--- src/rtl/temporizador_pkg.sv ---
// -----------------------------------------------------------------------------
// temporizador_pkg
// Shared types and constants for the MM:SS countdown timer.
//   state_t     : timer FSM states (PAUSED only reachable with TEMPORIZADOR_PAUSE_EN)
//   SEC_PER_MIN : seconds per minute used by the BCD converter
//   BCD_W       : width of one BCD digit
// -----------------------------------------------------------------------------
package temporizador_pkg;

    typedef enum logic [1:0] {
        IDLE   = 2'd0,
        RUN    = 2'd1,
        DONE   = 2'd2,
        PAUSED = 2'd3
    } state_t;

    localparam int unsigned SEC_PER_MIN = 60;
    localparam int unsigned BCD_W       = 4;

endpackage

--- src/rtl/temporizador_mmss_secs_to_mmss_bcd.sv ---
// -----------------------------------------------------------------------------
// secs_to_mmss_bcd
// Combinational converter from seconds (0..255) to a 4-digit BCD MM:SS word.
// Ports:
//   secs_i : 8-bit seconds value
//   bcd_o  : {min_tens, min_units, sec_tens, sec_units}, 4 bits each
// Minutes never exceed 4 for an 8-bit input, so min_tens is always 0.
// -----------------------------------------------------------------------------
module secs_to_mmss_bcd
    import temporizador_pkg::*;
(
    input  logic [7:0]         secs_i,
    output logic [4*BCD_W-1:0] bcd_o
);

    logic [7:0]       sec_rem;
    logic [BCD_W-1:0] min_u;
    logic [BCD_W-1:0] sec_t;

    always_comb begin
        sec_rem = secs_i;
        min_u   = '0;
        sec_t   = '0;
        // 255 / 60 = 4, so four conditional subtractions cover the range
        for (int unsigned i = 0; i < 4; i++) begin
            if (sec_rem >= 8'(SEC_PER_MIN)) begin
                sec_rem = sec_rem - 8'(SEC_PER_MIN);
                min_u   = min_u + BCD_W'(1);
            end
        end
        // remainder is 0..59, so at most five subtractions of ten
        for (int unsigned i = 0; i < 5; i++) begin
            if (sec_rem >= 8'd10) begin
                sec_rem = sec_rem - 8'd10;
                sec_t   = sec_t + BCD_W'(1);
            end
        end
        bcd_o = {BCD_W'(0), min_u, sec_t, sec_rem[BCD_W-1:0]};
    end

endmodule

--- src/rtl/temporizador_mmss.sv ---
// -----------------------------------------------------------------------------
// temporizador_mmss
// Countdown timer of `limite` seconds with a registered BCD MM:SS display word.
// Ports:
//   clk    : system clock, all state on rising edge
//   reset  : synchronous active-high reset
//   init   : level run request (1 = run, 0 = idle)
//   limite : interval in seconds, latched when leaving IDLE
//   numero : remaining time as BCD MM:SS, one cycle behind the counter
// Optional build macro TEMPORIZADOR_PAUSE_EN: dropping init in RUN pauses
// instead of aborting; only reset returns the timer to IDLE.
// -----------------------------------------------------------------------------
module temporizador_mmss
    import temporizador_pkg::*;
#(
    parameter int unsigned TICKS_PER_SEC = 50_000_000,
    parameter int unsigned CNT_W         = 26
) (
    input  logic        clk,
    input  logic        reset,
    input  logic        init,
    input  logic [7:0]  limite,
    output logic [15:0] numero
);

    localparam logic [CNT_W-1:0] PRESC_TC = CNT_W'(TICKS_PER_SEC - 1);

    state_t           state_q, state_d;
    logic [7:0]       rem_q, rem_d;
    logic [CNT_W-1:0] presc_q, presc_d;
    logic [15:0]      numero_q;
    logic [15:0]      bcd_w;

    secs_to_mmss_bcd u_conv (
        .secs_i (rem_q),
        .bcd_o  (bcd_w)
    );

    always_comb begin
        state_d = state_q;
        rem_d   = rem_q;
        presc_d = presc_q;
        case (state_q)
            IDLE: begin
                rem_d   = limite;
                presc_d = '0;
                if (init) begin
                    if (limite != 8'd0) state_d = RUN;
                    else                state_d = DONE;
                end
            end
            RUN: begin
                if (!init) begin
`ifdef TEMPORIZADOR_PAUSE_EN
                    state_d = PAUSED;
`else
                    state_d = IDLE;
                    rem_d   = limite;
                    presc_d = '0;
`endif
                end else if (presc_q == PRESC_TC) begin
                    presc_d = '0;
                    if (rem_q != 8'd0) rem_d = rem_q - 8'd1;
                    if (rem_q <= 8'd1) state_d = DONE;
                end else begin
                    presc_d = presc_q + CNT_W'(1);
                end
            end
            DONE: begin
                rem_d   = '0;
                presc_d = '0;
                if (!init) state_d = IDLE;
            end
            PAUSED: begin
`ifdef TEMPORIZADOR_PAUSE_EN
                // counter and prescaler frozen; resume keeps the partial second
                if (init) state_d = RUN;
`else
                state_d = IDLE;
`endif
            end
            default: state_d = IDLE;
        endcase
    end

    always_ff @(posedge clk) begin
        if (reset) begin
            state_q  <= IDLE;
            rem_q    <= '0;
            presc_q  <= '0;
            numero_q <= '0;
        end else begin
            state_q  <= state_d;
            rem_q    <= rem_d;
            presc_q  <= presc_d;
            numero_q <= bcd_w;
        end
    end

    assign numero = numero_q;

endmodule

--- config.mk ---
export PLATFORM = sky130hd
export DESIGN_NAME = temporizador_mmss
export DESIGN_NICKNAME = d
export VERILOG_FILES = /design/src/rtl/temporizador_pkg.sv /design/src/rtl/temporizador_mmss_secs_to_mmss_bcd.sv /design/src/rtl/temporizador_mmss.sv
export SDC_FILE = /design/constraint.sdc
export NUM_CORES = 1
export LEC_CHECK = 0
export ABC_AREA = 1
export CORE_ASPECT_RATIO = 1.1
export CORE_UTILIZATION = 32
export CTS_BUF_LIST = sky130_fd_sc_hd__clkbuf_8
export CTS_CLUSTER_SIZE = 14
export DETAILED_ROUTE_END_ITERATION = 16
export PLACE_DENSITY = 0.54
export SYNTH_ARGS = -nofsm -noshare
export SYNTH_HDL_FRONTEND = slang
export SYNTH_SLANG_ARGS = --single-unit
--- constraint.sdc ---
create_clock -name clk -period 11.7 [get_ports clk]
set_input_delay 1.17 -clock clk [delete_from_list [all_inputs] [get_ports clk]]
set_output_delay 1.17 -clock clk [all_outputs]
set_load 0.03 [all_outputs]
==> tab_implementation.tex, run 1 <==
\begin{tabular}{lr}
\hline
Metric & Value \\
\hline
\multicolumn{2}{l}{\textbf{Timing}} \\
Final-layout worst hold slack & approximately 0.48 ns \\
Worst clock skew on the final layout & around 0.01 ns \\
Final total negative setup slack & 0 ns \\
Final Hold Violating Endpoints & 0 \\
Worst relative slew slack & between 40\% and 50\% \\
Final setup fails & 0 \\
Number of pins with negative max-slew slack in the final report & 0 \\
Clock period minus worst slack & around 7.7 ns \\
Unrepaired setup endpoints after global routing & false \\
FMAX & $\sim$0.13 GHz \\
Worst slew pin tran & a little under 0.8 ns \\
Period utilisation layout & between 60\% and 70\% \\
\multicolumn{2}{l}{\textbf{Setup path}} \\
Largest delay share family, worst path & simple AND/OR/NAND/NOR gates \\
Data required, critical path & $\sim$12 ns \\
Stages on the worst setup path & 57 \\
Origin of the worst setup path & rem\_q[2] \\
Startpoint of the worst-slack reg-to-reg timing path & rem\_q[2] \\
End point of the critical path & numero[6] \\
Critical Path Source Type & register \\
Capture point of the worst reg-to-reg path & numero[6] \\
CP most frequent cell & sky130\_fd\_sc\_hd\_\_nand2\_1 \\
Highest net fanout along the worst path & 13 \\
CP Capture Type & register \\
Arrival time at the worst endpoint & 7.88 ns \\
WS Path Type & register to register \\
Worst path slowest cell & sky130\_fd\_sc\_hd\_\_dfxtp\_1 \\
Internal reg-to-reg setup slack & 4.04 ns \\
Biggest cell delay along the critical path & between 0.4 and 0.5 ns \\
Crit path buf inv count & 7 \\
Reg2reg path depth & 57 \\
\multicolumn{2}{l}{\textbf{Clock tree}} \\
H-Tree Level Count & 2 \\
Clock slew at reported path FFs & approximately 0.1 ns \\
Post-CTS setup buffers & 0 \\
Clock tree from TritonCTS & yes \\
Buffer cell driving the clock tree root & sky130\_fd\_sc\_hd\_\_clkbuf\_8 \\
Inserted Clock Buffers & 5 \\
Clock insertion delay at the later pin of the skew report & $\sim$0.33 ns \\
Total of hold buffers inserted after clock tree synthesis & 0 \\
Maximum clock path buffer count & 2 \\
Number of gates given a new drive strength after cts & 0 \\
Number of sinks on the clock net & 48 \\
\multicolumn{2}{l}{\textbf{Yosys}} \\
Ys Warns & 0 \\
Synth top area cells & sky130\_fd\_sc\_hd\_\_dfxtp\_1 (21\%), sky130\_fd\_sc\_hd\_\_nand2\_1 (14\%), sky130\_fd\_sc\_hd\_\_inv\_1 (7.1\%) \\
EDFF count, synth & 0 \\
Most area-hungry cell type in the Yosys netlist & sky130\_fd\_sc\_hd\_\_dfxtp\_1 \\
Syn\_area\_per\_cell & approximately 6.4 sq um \\
Flip-flop and latch count after synthesis & 48 \\
Post-synthesis sequential area ratio & a little over a fifth \\
Proportion of register bits with asynchronous set or reset after synthesis & 0\% \\
Share of the synthesized area in the top cell type & a little over a fifth \\
Cell count after synthesis & 720 \\
Main synth FF type & sky130\_fd\_sc\_hd\_\_dfxtp\_1 \\
Distinct cell type count after synthesis & 52 \\
Cell area after technology mapping & 4610 sq um \\
\multicolumn{2}{l}{\textbf{Route}} \\
DRT antenna net count & 0 \\
Post-detailed-route DRC marker count & 0 \\
Initial detailed-routing violation count & 234 \\
Number of optimization iterations in the first detailed-route pass & 7 \\
Average wire per standard cell & 12.2 um \\
DR vias/cell & 4.86 \\
Via total after detailed routing & 4521 \\
Aggregate routed wire length & about 11000 um \\
\multicolumn{2}{l}{\textbf{Layout}} \\
Ratio of cells with drive above 1 in the final layout & between 10 and 15\% \\
Layout overhead on the synthesized area & 10.7\% \\
Layout Nets & 778 \\
Final Non-Filler Cells & just over 900 \\
Antenna diode instance count & 0 \\
Core Util, Final & a little over a third \\
\multicolumn{2}{l}{\textbf{Global routing}} \\
Total global-route track usage & 16.0\% \\
Wire length of the first global-routing pass & slightly below 20000 um \\
Remaining Overflow, GRT & 0 \\
Antenna violations before repair & 0 \\
Maximum number of pins on one net before global-route repair & 23 \\
Layer with the highest usage & met2 \\
Number of global-route vias before repair & approximately 4300 \\
Met3 usage & about 2.1\% \\
Met2 usage in global routing & roughly 28\% \\
Met1 Track Usage GR & just under 20\% \\
\multicolumn{2}{l}{\textbf{Place}} \\
Half-perimeter wire length after placement & around 9000 um \\
Final Wtd Congestion & between 0.8 and 0.9 \\
Number of placed cells counting well taps & a little over 900 \\
Port Buffers & 22 \\
\multicolumn{2}{l}{\textbf{Outcome}} \\
Run status & completed \\
\multicolumn{2}{l}{\textbf{Die}} \\
Number of top-level design ports & 27 \\
Core area & about 14000 sq um \\
Die Width & between 100 and 150 um \\
Starting density of the core & between 30 and 40\% \\
Vertical extent of the die & 128 um \\
Cell Rows & 45 \\
Full die area & approximately 15000 sq um \\
\multicolumn{2}{l}{\textbf{Run}} \\
Max-cap viol count & 0 \\
\multicolumn{2}{l}{\textbf{Worst hold path}} \\
Kind of path behind the tightest hold check & register to register \\
\hline
\end{tabular}
-- routing by layer --
layer,wire length (um),vias to the layer above,part of all wire (%)
li1,-,2385,-
met1,5370,2066,48
met2,5490,58,49
met3,274,12,2.4
met4,159,0,1.4
met5,0,-,0
-- metrics by stage --
stage,setup WS (ns),area (sq um)
after detailed placement,4.05,5020
after global placement,4.55,5020
final,4.04,5100
after floorplan,5.11,4630
after global routing,3.06,5100
after CTS,4.02,5100
-- Yosys cell counts (all sizes together), types with 5 or more instances --
cell,n
nand3b,5
a21oi,46
nand4,17
o21ai,35
buf,6
xnor2,5
nor4,8
clkbuf,7
inv,100
dfxtp,48
nand3,73
xor2,13
nand2,221
ha,26
nor3,11
nor2,68
-- placed cells by master, fill, tap and decap left out, types with 2 or more instances in the layout --
master,n
sky130_fd_sc_hd__nand2_1,176
sky130_fd_sc_hd__inv_1,87
sky130_fd_sc_hd__nand3_1,65
sky130_fd_sc_hd__nor2_1,51
sky130_fd_sc_hd__dfxtp_1,48
sky130_fd_sc_hd__a21oi_1,41
sky130_fd_sc_hd__nand2_2,33
sky130_fd_sc_hd__ha_1,26
sky130_fd_sc_hd__o21ai_0,25
sky130_fd_sc_hd__clkdlybuf4s50_1,22
sky130_fd_sc_hd__nand4_1,17
sky130_fd_sc_hd__inv_2,13
sky130_fd_sc_hd__xor2_1,13
sky130_fd_sc_hd__nand2_4,12
sky130_fd_sc_hd__nor3_1,11
sky130_fd_sc_hd__nor2_2,9
sky130_fd_sc_hd__nor4_1,8
sky130_fd_sc_hd__o21ai_1,7
sky130_fd_sc_hd__nor2_4,6
sky130_fd_sc_hd__nand3_2,5
sky130_fd_sc_hd__nand3b_1,5
sky130_fd_sc_hd__xnor2_1,5
sky130_fd_sc_hd__conb_1,5
sky130_fd_sc_hd__clkbuf_8,5
sky130_fd_sc_hd__a21oi_2,4
sky130_fd_sc_hd__o211ai_1,4
sky130_fd_sc_hd__nand3_4,3
sky130_fd_sc_hd__clkinv_1,3
sky130_fd_sc_hd__o32ai_1,3
sky130_fd_sc_hd__a22oi_1,3
sky130_fd_sc_hd__nor2_8,2
sky130_fd_sc_hd__o21ai_2,2
sky130_fd_sc_hd__o21a_1,2
sky130_fd_sc_hd__clkinv_2,2
-- worst register-to-register path, delay by kind of cell (launching register included) --
kind	cells	cell delay (ns)
AO/OA/AOI/OAI	5	0.95
XOR/XNOR	1	0.23
adder cells (fa/ha/maj)	8	1.69
buffers and inverters	7	0.44
flip-flops	1	0.41
AND/OR/NAND/NOR	36	3.82
-- worst min-delay path by stage --
stage	startpoint	to	depth (start not counted)
after floorplan	presc_q[25]	presc_q[25]	2
after global placement	presc_q[25]	presc_q[25]	2
after detailed placement	presc_q[25]	presc_q[25]	2
after CTS	presc_q[25]	presc_q[25]	2
after global routing	presc_q[25]	presc_q[25]	2
final	presc_q[25]	presc_q[25]	2
-- registers in the layout (all words and copies together) (netlist names) --
name / cells
state_q: 2
rem_q: 8
presc_q: 26
numero: 12
-- logic make-up (layout without fill, tap and decap cells) --
kind of cell	Yosys count	after routing	share of synthesized area, %
flops	48	48	20.8
fa+ha+maj	26	26	7.05
xor+xnor	18	18	3.42
buf+inv	116	134	9.96
other cells	1	5	0.0813
compound gates	104	104	14.0
simple gates	407	407	44.7
-- cell type report --
cell class / instances / area (sq um)
Clock buffer: 5 / 68.8
Clock inverter: 3 / 18.8
Fill cell: 1577 / 8860
Inverter: 103 / 387
Multi-Input combinational cell: 560 / 3210
Sequential cell: 48 / 961
Tap cell: 188 / 235
Timing Repair Buffer: 23 / 228
Power of run 1 is left out: the tool's default activity adds up to more than one toggle a clock period on the data nets, which glitch-free logic cannot reach.
==> run 2: changes to the inputs <==
Clock period 11.7 ns to 7.54 ns, I/O delays scaled along.
==> tab_implementation.tex, run 2 (synthesis gave the netlist of run 1 again) <==
\begin{tabular}{lr}
\hline
Metric & Value \\
\hline
\multicolumn{2}{l}{\textbf{Outcome}} \\
Run status & completed (unchanged) \\
\multicolumn{2}{l}{\textbf{Layout}} \\
Antenna diode instance count & 0 (unchanged) \\
Number of flip-flops in the largest register & 26 (unchanged) \\
Ratio of cells with drive above 1 in the final layout & 19.8\% (was 13.9\%) \\
Layout Nets & 802 (was 778) \\
Area occupied by multi-input gates & 3320 sq um (was 3210 sq um) \\
FILL cells & 1508 (was 1577) \\
Area occupied by registers & 971 sq um (was 961 sq um) \\
Largest register by flop count & presc\_q (unchanged) \\
Most common cell after layout, fill and taps aside & sky130\_fd\_sc\_hd\_\_nand2\_1 (unchanged) \\
Final Non-Filler Cells & 954 (was 930) \\
Most frequent cells in the layout & sky130\_fd\_sc\_hd\_\_nand2\_1 (169), sky130\_fd\_sc\_hd\_\_inv\_1 (87), sky130\_fd\_sc\_hd\_\_nand3\_1 (62) (was sky130\_fd\_sc\_hd\_\_nand2\_1 (176), sky130\_fd\_sc\_hd\_\_inv\_1 (87), sky130\_fd\_sc\_hd\_\_nand3\_1 (65)) \\
Layout overhead on the synthesized area & 18.3\% (was 10.7\%) \\
\multicolumn{2}{l}{\textbf{Route}} \\
Uppermost routed layer & met4 (unchanged) \\
Met2 routed wirelength & 5920 um (was 5490 um) \\
Initial detailed-routing violation count & 179 (was 234) \\
Post-detailed-route DRC marker count & 0 (unchanged) \\
Via total after detailed routing & 4635 (was 4521) \\
M1 WL & 5390 um (was 5370 um) \\
Sum of met3 wire segment lengths after detailed routing & 269 um (was 274 um) \\
Aggregate routed wire length & 11700 um (was 11300 um) \\
DRT antenna net count & 0 (unchanged) \\
DR vias/cell & 4.86 (about the same) \\
Average wire per standard cell & 12.3 um (was 12.2 um) \\
Number of optimization iterations in the first detailed-route pass & 4 (was 7) \\
\multicolumn{2}{l}{\textbf{Die}} \\
Full die area & 14900 sq um (unchanged) \\
Die Width & 116 um (unchanged) \\
Starting density of the core & 33.0\% (unchanged) \\
Number of top-level design ports & 27 (unchanged) \\
Vertical extent of the die & 128 um (unchanged) \\
Cell Rows & 45 (unchanged) \\
Core area & 14000 sq um (unchanged) \\
\multicolumn{2}{l}{\textbf{Global routing}} \\
Antenna violations before repair & 0 (unchanged) \\
Maximum number of pins on one net before global-route repair & 23 (unchanged) \\
Number of global-route vias before repair & 4286 (was 4331) \\
Wire length of the first global-routing pass & 19600 um (was 19300 um) \\
Remaining Overflow, GRT & 0 (unchanged) \\
Total global-route track usage & 16.3\% (was 16.0\%) \\
\multicolumn{2}{l}{\textbf{Timing}} \\
Final setup fails & 0 (unchanged) \\
FMAX & 0.146 GHz (was 0.130 GHz) \\
Number of pins with negative max-slew slack in the final report & 0 (unchanged) \\
Worst clock skew on the final layout & 0.0198 ns (was 0.0101 ns) \\
Clock period minus worst slack & 6.87 ns (was 7.66 ns) \\
Worst relative slew slack & 46.7\% (was 47.2\%) \\
Period utilisation layout & 91.1\% (was 65.5\%) \\
Final Hold Violating Endpoints & 0 (unchanged) \\
Worst slew pin tran & 0.792 ns (was 0.785 ns) \\
\multicolumn{2}{l}{\textbf{Setup path}} \\
Worst path slowest cell & sky130\_fd\_sc\_hd\_\_dfxtp\_4 (was sky130\_fd\_sc\_hd\_\_dfxtp\_1) \\
Startpoint of the worst-slack reg-to-reg timing path & rem\_q[2] (unchanged) \\
Biggest cell delay along the critical path & 0.37 ns (was 0.41 ns) \\
Critical Path Source Type & register (unchanged) \\
Highest net fanout along the worst path & 9 (was 13) \\
CP Capture Type & register (unchanged) \\
Capture point of the worst reg-to-reg path & numero[6] (unchanged) \\
Origin of the worst setup path & rem\_q[2] (unchanged) \\
Data required, critical path & 7.75 ns (was 11.92 ns) \\
Reg2reg path depth & 59 (was 57) \\
End point of the critical path & numero[6] (unchanged) \\
WS Path Type & register to register (unchanged) \\
Internal reg-to-reg setup slack & 0.67 ns (was 4.04 ns) \\
Arrival time at the worst endpoint & 7.08 ns (was 7.88 ns) \\
CP most frequent cell & sky130\_fd\_sc\_hd\_\_nand2\_1 (unchanged) \\
\multicolumn{2}{l}{\textbf{Clock tree}} \\
H-Tree Level Count & 2 (unchanged) \\
Number of sinks on the clock net & 48 (unchanged) \\
Clock slew at reported path FFs & 0.11 ns (was 0.10 ns) \\
Inserted Clock Buffers & 5 (unchanged) \\
Buffer cell driving the clock tree root & sky130\_fd\_sc\_hd\_\_clkbuf\_8 (unchanged) \\
Clock insertion delay at the later pin of the skew report & 0.33 ns (about the same) \\
Clock tree from TritonCTS & yes (unchanged) \\
Maximum clock path buffer count & 2 (unchanged) \\
\multicolumn{2}{l}{\textbf{Run}} \\
Max-cap viol count & 0 (unchanged) \\
\multicolumn{2}{l}{\textbf{Worst hold path}} \\
Kind of path behind the tightest hold check & register to register (unchanged) \\
Origin of the worst min-delay path & presc\_q[25] (unchanged) \\
\multicolumn{2}{l}{\textbf{Place}} \\
Final Wtd Congestion & 0.880 (was 0.877) \\
Port Buffers & 22 (unchanged) \\
Number of placed cells counting well taps & 925 (was 922) \\
Half-perimeter wire length after placement & 8940 um (was 9040 um) \\
\hline
\end{tabular}
-- run 2: cell types whose count changed in the layout (fill, tap and decap cells not counted), moves of 3 or more --
cell / before / now
sky130_fd_sc_hd__nand3_1: 65 / 62
sky130_fd_sc_hd__nor2_2: 9 / 12
sky130_fd_sc_hd__nor2_1: 51 / 48
sky130_fd_sc_hd__ha_1: 26 / 21
sky130_fd_sc_hd__buf_4: 1 / 25
sky130_fd_sc_hd__dfxtp_1: 48 / 44
sky130_fd_sc_hd__ha_2: 0 / 3
sky130_fd_sc_hd__nand2_1: 176 / 169
sky130_fd_sc_hd__nand2_2: 33 / 39
-- run 2: final cells by class --
type	instances	share of cell area, %
clock inverters	3	1.26
clock buffers	5	1.26
multi-input cells	560	60.8
well taps	188	4.31
inverters	103	7.09
repair buffers	47	7.48
flip-flops and latches	48	17.8
-- run 2: how the worst min path moves through the flow --
stage	slack (ns)	cells after the start	endpoint
floorplan	0.44	2	presc_q[25]
CTS	0.49	2	presc_q[25]
global route	0.52	2	presc_q[4]
detailed placement	0.47	2	presc_q[25]
finish	0.48	2	presc_q[25]
global placement	0.47	2	presc_q[25]
-- run 2: worst max-delay path, delay by kind of cell, from the launching register on --
kind | cells | cell delay (ns)
fa+ha+maj | 8 | 1.52
simple gates | 38 | 3.46
buf+inv | 8 | 0.60
compound gates | 4 | 0.58
xor+xnor | 1 | 0.19
flops | 1 | 0.37
-- run 2: timing repair --
action,in CTS,in global routing
pin swaps,1,8
hold buffers,0,0
setup buffers,5,16
setup endpoints to repair,4,7
resized for setup,0,32
-- run 2: through the flow --
step | util, % | hold slack, ns | worst slack [ns] | TNS (ns) | cell area [sq um]
after floorplan | - | 0.445 | 0.946 | 0 | 4630
after global placement | 36.1 | 0.470 | 0.410 | 0 | 5040
after detailed placement | 36.1 | 0.468 | -0.0489 | -0.0489 | 5040
after CTS | 37.3 | 0.486 | 0.00865 | 0 | 5220
after global routing | 39.1 | 0.515 | -0.0138 | -0.0138 | 5460
final | 39.1 | 0.483 | 0.668 | 0 | 5460
-- run 2: routing by layer --
| layer | vias to the layer above | GRT usage (%) |
|---|---|---|
| met3 | 9 | 2.88 |
| li1 | 2428 | - |
| met5 | - | 0 |
| met2 | 49 | 29.5 |
| met4 | 0 | 3.39 |
| met1 | 2149 | 19.8 |
Power of run 2 is left out for the same reason.
==> run 3: changes to the inputs <==
Settings changed: PLACE_DENSITY 0.54 to default.
Clock period 7.54 ns to 7.3 ns, I/O delays scaled along.
==> tab_implementation.tex, run 3 (synthesis gave the netlist of run 1 again) <==
\begin{tabular}{lr}
\hline
Metric & Value \\
\hline
\multicolumn{2}{l}{\textbf{Outcome}} \\
Run status & completed (unchanged) \\
\multicolumn{2}{l}{\textbf{Layout}} \\
Number of flip-flops in the largest register & 26 (unchanged) \\
Ratio of cells with drive above 1 in the final layout & 21.6\% (was 19.8\%) \\
Layout Nets & 802 (unchanged) \\
Largest register by flop count & presc\_q (unchanged) \\
Antenna diode instance count & 0 (unchanged) \\
Most common cell after layout, fill and taps aside & sky130\_fd\_sc\_hd\_\_nand2\_1 (unchanged) \\
Layout overhead on the synthesized area & 19.3\% (was 18.3\%) \\
Core Util, Final & 39.4\% (was 39.1\%) \\
Most frequent cells in the layout & sky130\_fd\_sc\_hd\_\_nand2\_1 (159), sky130\_fd\_sc\_hd\_\_inv\_1 (86), sky130\_fd\_sc\_hd\_\_nand3\_1 (60) (was sky130\_fd\_sc\_hd\_\_nand2\_1 (169), sky130\_fd\_sc\_hd\_\_inv\_1 (87), sky130\_fd\_sc\_hd\_\_nand3\_1 (62)) \\
\multicolumn{2}{l}{\textbf{Setup path}} \\
Arrival time at the worst endpoint & 6.95 ns (was 7.08 ns) \\
CP Capture Type & register (unchanged) \\
Startpoint of the worst-slack reg-to-reg timing path & rem\_q[2] (unchanged) \\
Internal reg-to-reg setup slack & 0.56 ns (was 0.67 ns) \\
Critical Path Source Type & register (unchanged) \\
Biggest cell delay along the critical path & 0.37 ns (about the same) \\
CP most frequent cell & sky130\_fd\_sc\_hd\_\_nand2\_1 (unchanged) \\
WS Path Type & register to register (unchanged) \\
Data required, critical path & 7.51 ns (was 7.75 ns) \\
Worst path slowest cell & sky130\_fd\_sc\_hd\_\_dfxtp\_4 (unchanged) \\
Highest net fanout along the worst path & 8 (was 9) \\
Reg2reg path depth & 59 (unchanged) \\
Capture point of the worst reg-to-reg path & numero[4] (was numero[6]) \\
\multicolumn{2}{l}{\textbf{Global routing}} \\
Number of global-route vias before repair & 4121 (was 4286) \\
Remaining Overflow, GRT & 0 (unchanged) \\
Wire length of the first global-routing pass & 18900 um (was 19600 um) \\
Antenna violations before repair & 0 (unchanged) \\
Maximum number of pins on one net before global-route repair & 23 (unchanged) \\
Total global-route track usage & 15.6\% (was 16.3\%) \\
\multicolumn{2}{l}{\textbf{Timing}} \\
Worst clock skew on the final layout & 0.0163 ns (was 0.0198 ns) \\
FMAX & 0.148 GHz (was 0.146 GHz) \\
Worst slew pin tran & 0.707 ns (was 0.792 ns) \\
Worst relative slew slack & 52.4\% (was 46.7\%) \\
Clock period minus worst slack & 6.74 ns (was 6.87 ns) \\
Final setup fails & 0 (unchanged) \\
Final Hold Violating Endpoints & 0 (unchanged) \\
Period utilisation layout & 92.3\% (was 91.1\%) \\
Final total negative setup slack & 0 ns (unchanged) \\
Number of pins with negative max-slew slack in the final report & 0 (unchanged) \\
\multicolumn{2}{l}{\textbf{Route}} \\
DR vias/cell & 4.79 (was 4.86) \\
DRT antenna net count & 0 (unchanged) \\
Via total after detailed routing & 4569 (was 4635) \\
Initial detailed-routing violation count & 237 (was 179) \\
Post-detailed-route DRC marker count & 0 (unchanged) \\
Number of optimization iterations in the first detailed-route pass & 5 (was 4) \\
Aggregate routed wire length & 11200 um (was 11700 um) \\
Average wire per standard cell & 11.8 um (was 12.3 um) \\
\multicolumn{2}{l}{\textbf{Worst hold path}} \\
Origin of the worst min-delay path & presc\_q[25] (unchanged) \\
Worst min-delay path endpoint & presc\_q[25] (unchanged) \\
Kind of path behind the tightest hold check & register to register (unchanged) \\
Worst Hold Path Cells & 2 (unchanged) \\
\multicolumn{2}{l}{\textbf{Die}} \\
Full die area & 14900 sq um (unchanged) \\
Number of top-level design ports & 27 (unchanged) \\
Cell Rows & 45 (unchanged) \\
Die Width & 116 um (unchanged) \\
Core area & 14000 sq um (unchanged) \\
Starting density of the core & 33.0\% (unchanged) \\
Vertical extent of the die & 128 um (unchanged) \\
\multicolumn{2}{l}{\textbf{Clock tree}} \\
Clock slew at reported path FFs & 0.10 ns (was 0.11 ns) \\
Maximum clock path buffer count & 2 (unchanged) \\
Clock tree from TritonCTS & yes (unchanged) \\
Total of hold buffers inserted after clock tree synthesis & 0 (unchanged) \\
Inserted Clock Buffers & 5 (unchanged) \\
Number of sinks on the clock net & 48 (unchanged) \\
H-Tree Level Count & 2 (unchanged) \\
Clock insertion delay at the later pin of the skew report & 0.32 ns (was 0.33 ns) \\
Buffer cell driving the clock tree root & sky130\_fd\_sc\_hd\_\_clkbuf\_8 (unchanged) \\
\multicolumn{2}{l}{\textbf{Place}} \\
Final Wtd Congestion & 0.879 (was 0.880) \\
Port Buffers & 22 (unchanged) \\
Half-perimeter wire length after placement & 8550 um (was 8940 um) \\
\multicolumn{2}{l}{\textbf{Run}} \\
Max-cap viol count & 0 (unchanged) \\
\hline
\end{tabular}
==> run 3: worst max path at each step <==
stage / start / to / slack, ns / cells past startpoint
finish: rem_q[2] / numero[4] / 0.56 / 59
global route: rem_q[2] / numero[3] / -0.06 / 59
CTS: rem_q[2] / numero[6] / 0.02 / 59
detailed placement: rem_q[2] / numero[6] / 0.01 / 59
global placement: rem_q[2] / numero[6] / 0.21 / 57
floorplan: rem_q[2] / numero[6] / 0.71 / 59
==> run 3: routing by layer <==
metal	up-vias	global-route usage, %	wire length (um)
met5	-	0	0
met4	0	4.22	138
met3	12	1.94	301
met2	67	27.4	5630
met1	2070	19.8	5130
li1	2420	-	-
==> run 3: critical path: cells and delay by family (launching register included) <==
family / cells / cell delay [ns]
compound gates: 2 / 0.46
buf+inv: 7 / 0.60
fa+ha+maj: 7 / 1.23
simple gates: 43 / 3.94
flops: 1 / 0.37
==> run 3: metrics by stage <==
| stage | setup WS (ns) | area (sq um) | hold slack (ns) | instances |
|---|---|---|---|---|
| floorplan | 0.706 | 4630 | 0.445 | 724 |
| global placement | 0.211 | 5050 | 0.469 | 926 |
| detailed placement | 0.0113 | 5050 | 0.467 | 926 |
| CTS | 0.0176 | 5190 | 0.480 | 935 |
| global route | -0.0634 | 5500 | 0.500 | 953 |
| finish | 0.565 | 5500 | 0.478 | 953 |
==> run 3: area by class of cell <==
| type | instances | area, sq um |
|---|---|---|
| Clock buffer | 5 | 68.8 |
| Clock inverter | 2 | 60.1 |
| Fill cell | 1545 | 8460 |
| Multi-Input combinational cell | 560 | 3370 |
| Tap cell | 188 | 235 |
| Sequential cell | 48 | 968 |
| Timing Repair Buffer | 47 | 412 |
| Inverter | 103 | 387 |
==> run 3: repair_timing <==
action                                  CTS  global route
gates resized for setup                   1            48
gates cloned                              0             0
buffers inserted                          2            18
endpoints found under the hold margin     0             0
endpoints found under the setup margin    1             7
pin swaps                                 1            14
Power of run 3 is left out for the same reason.
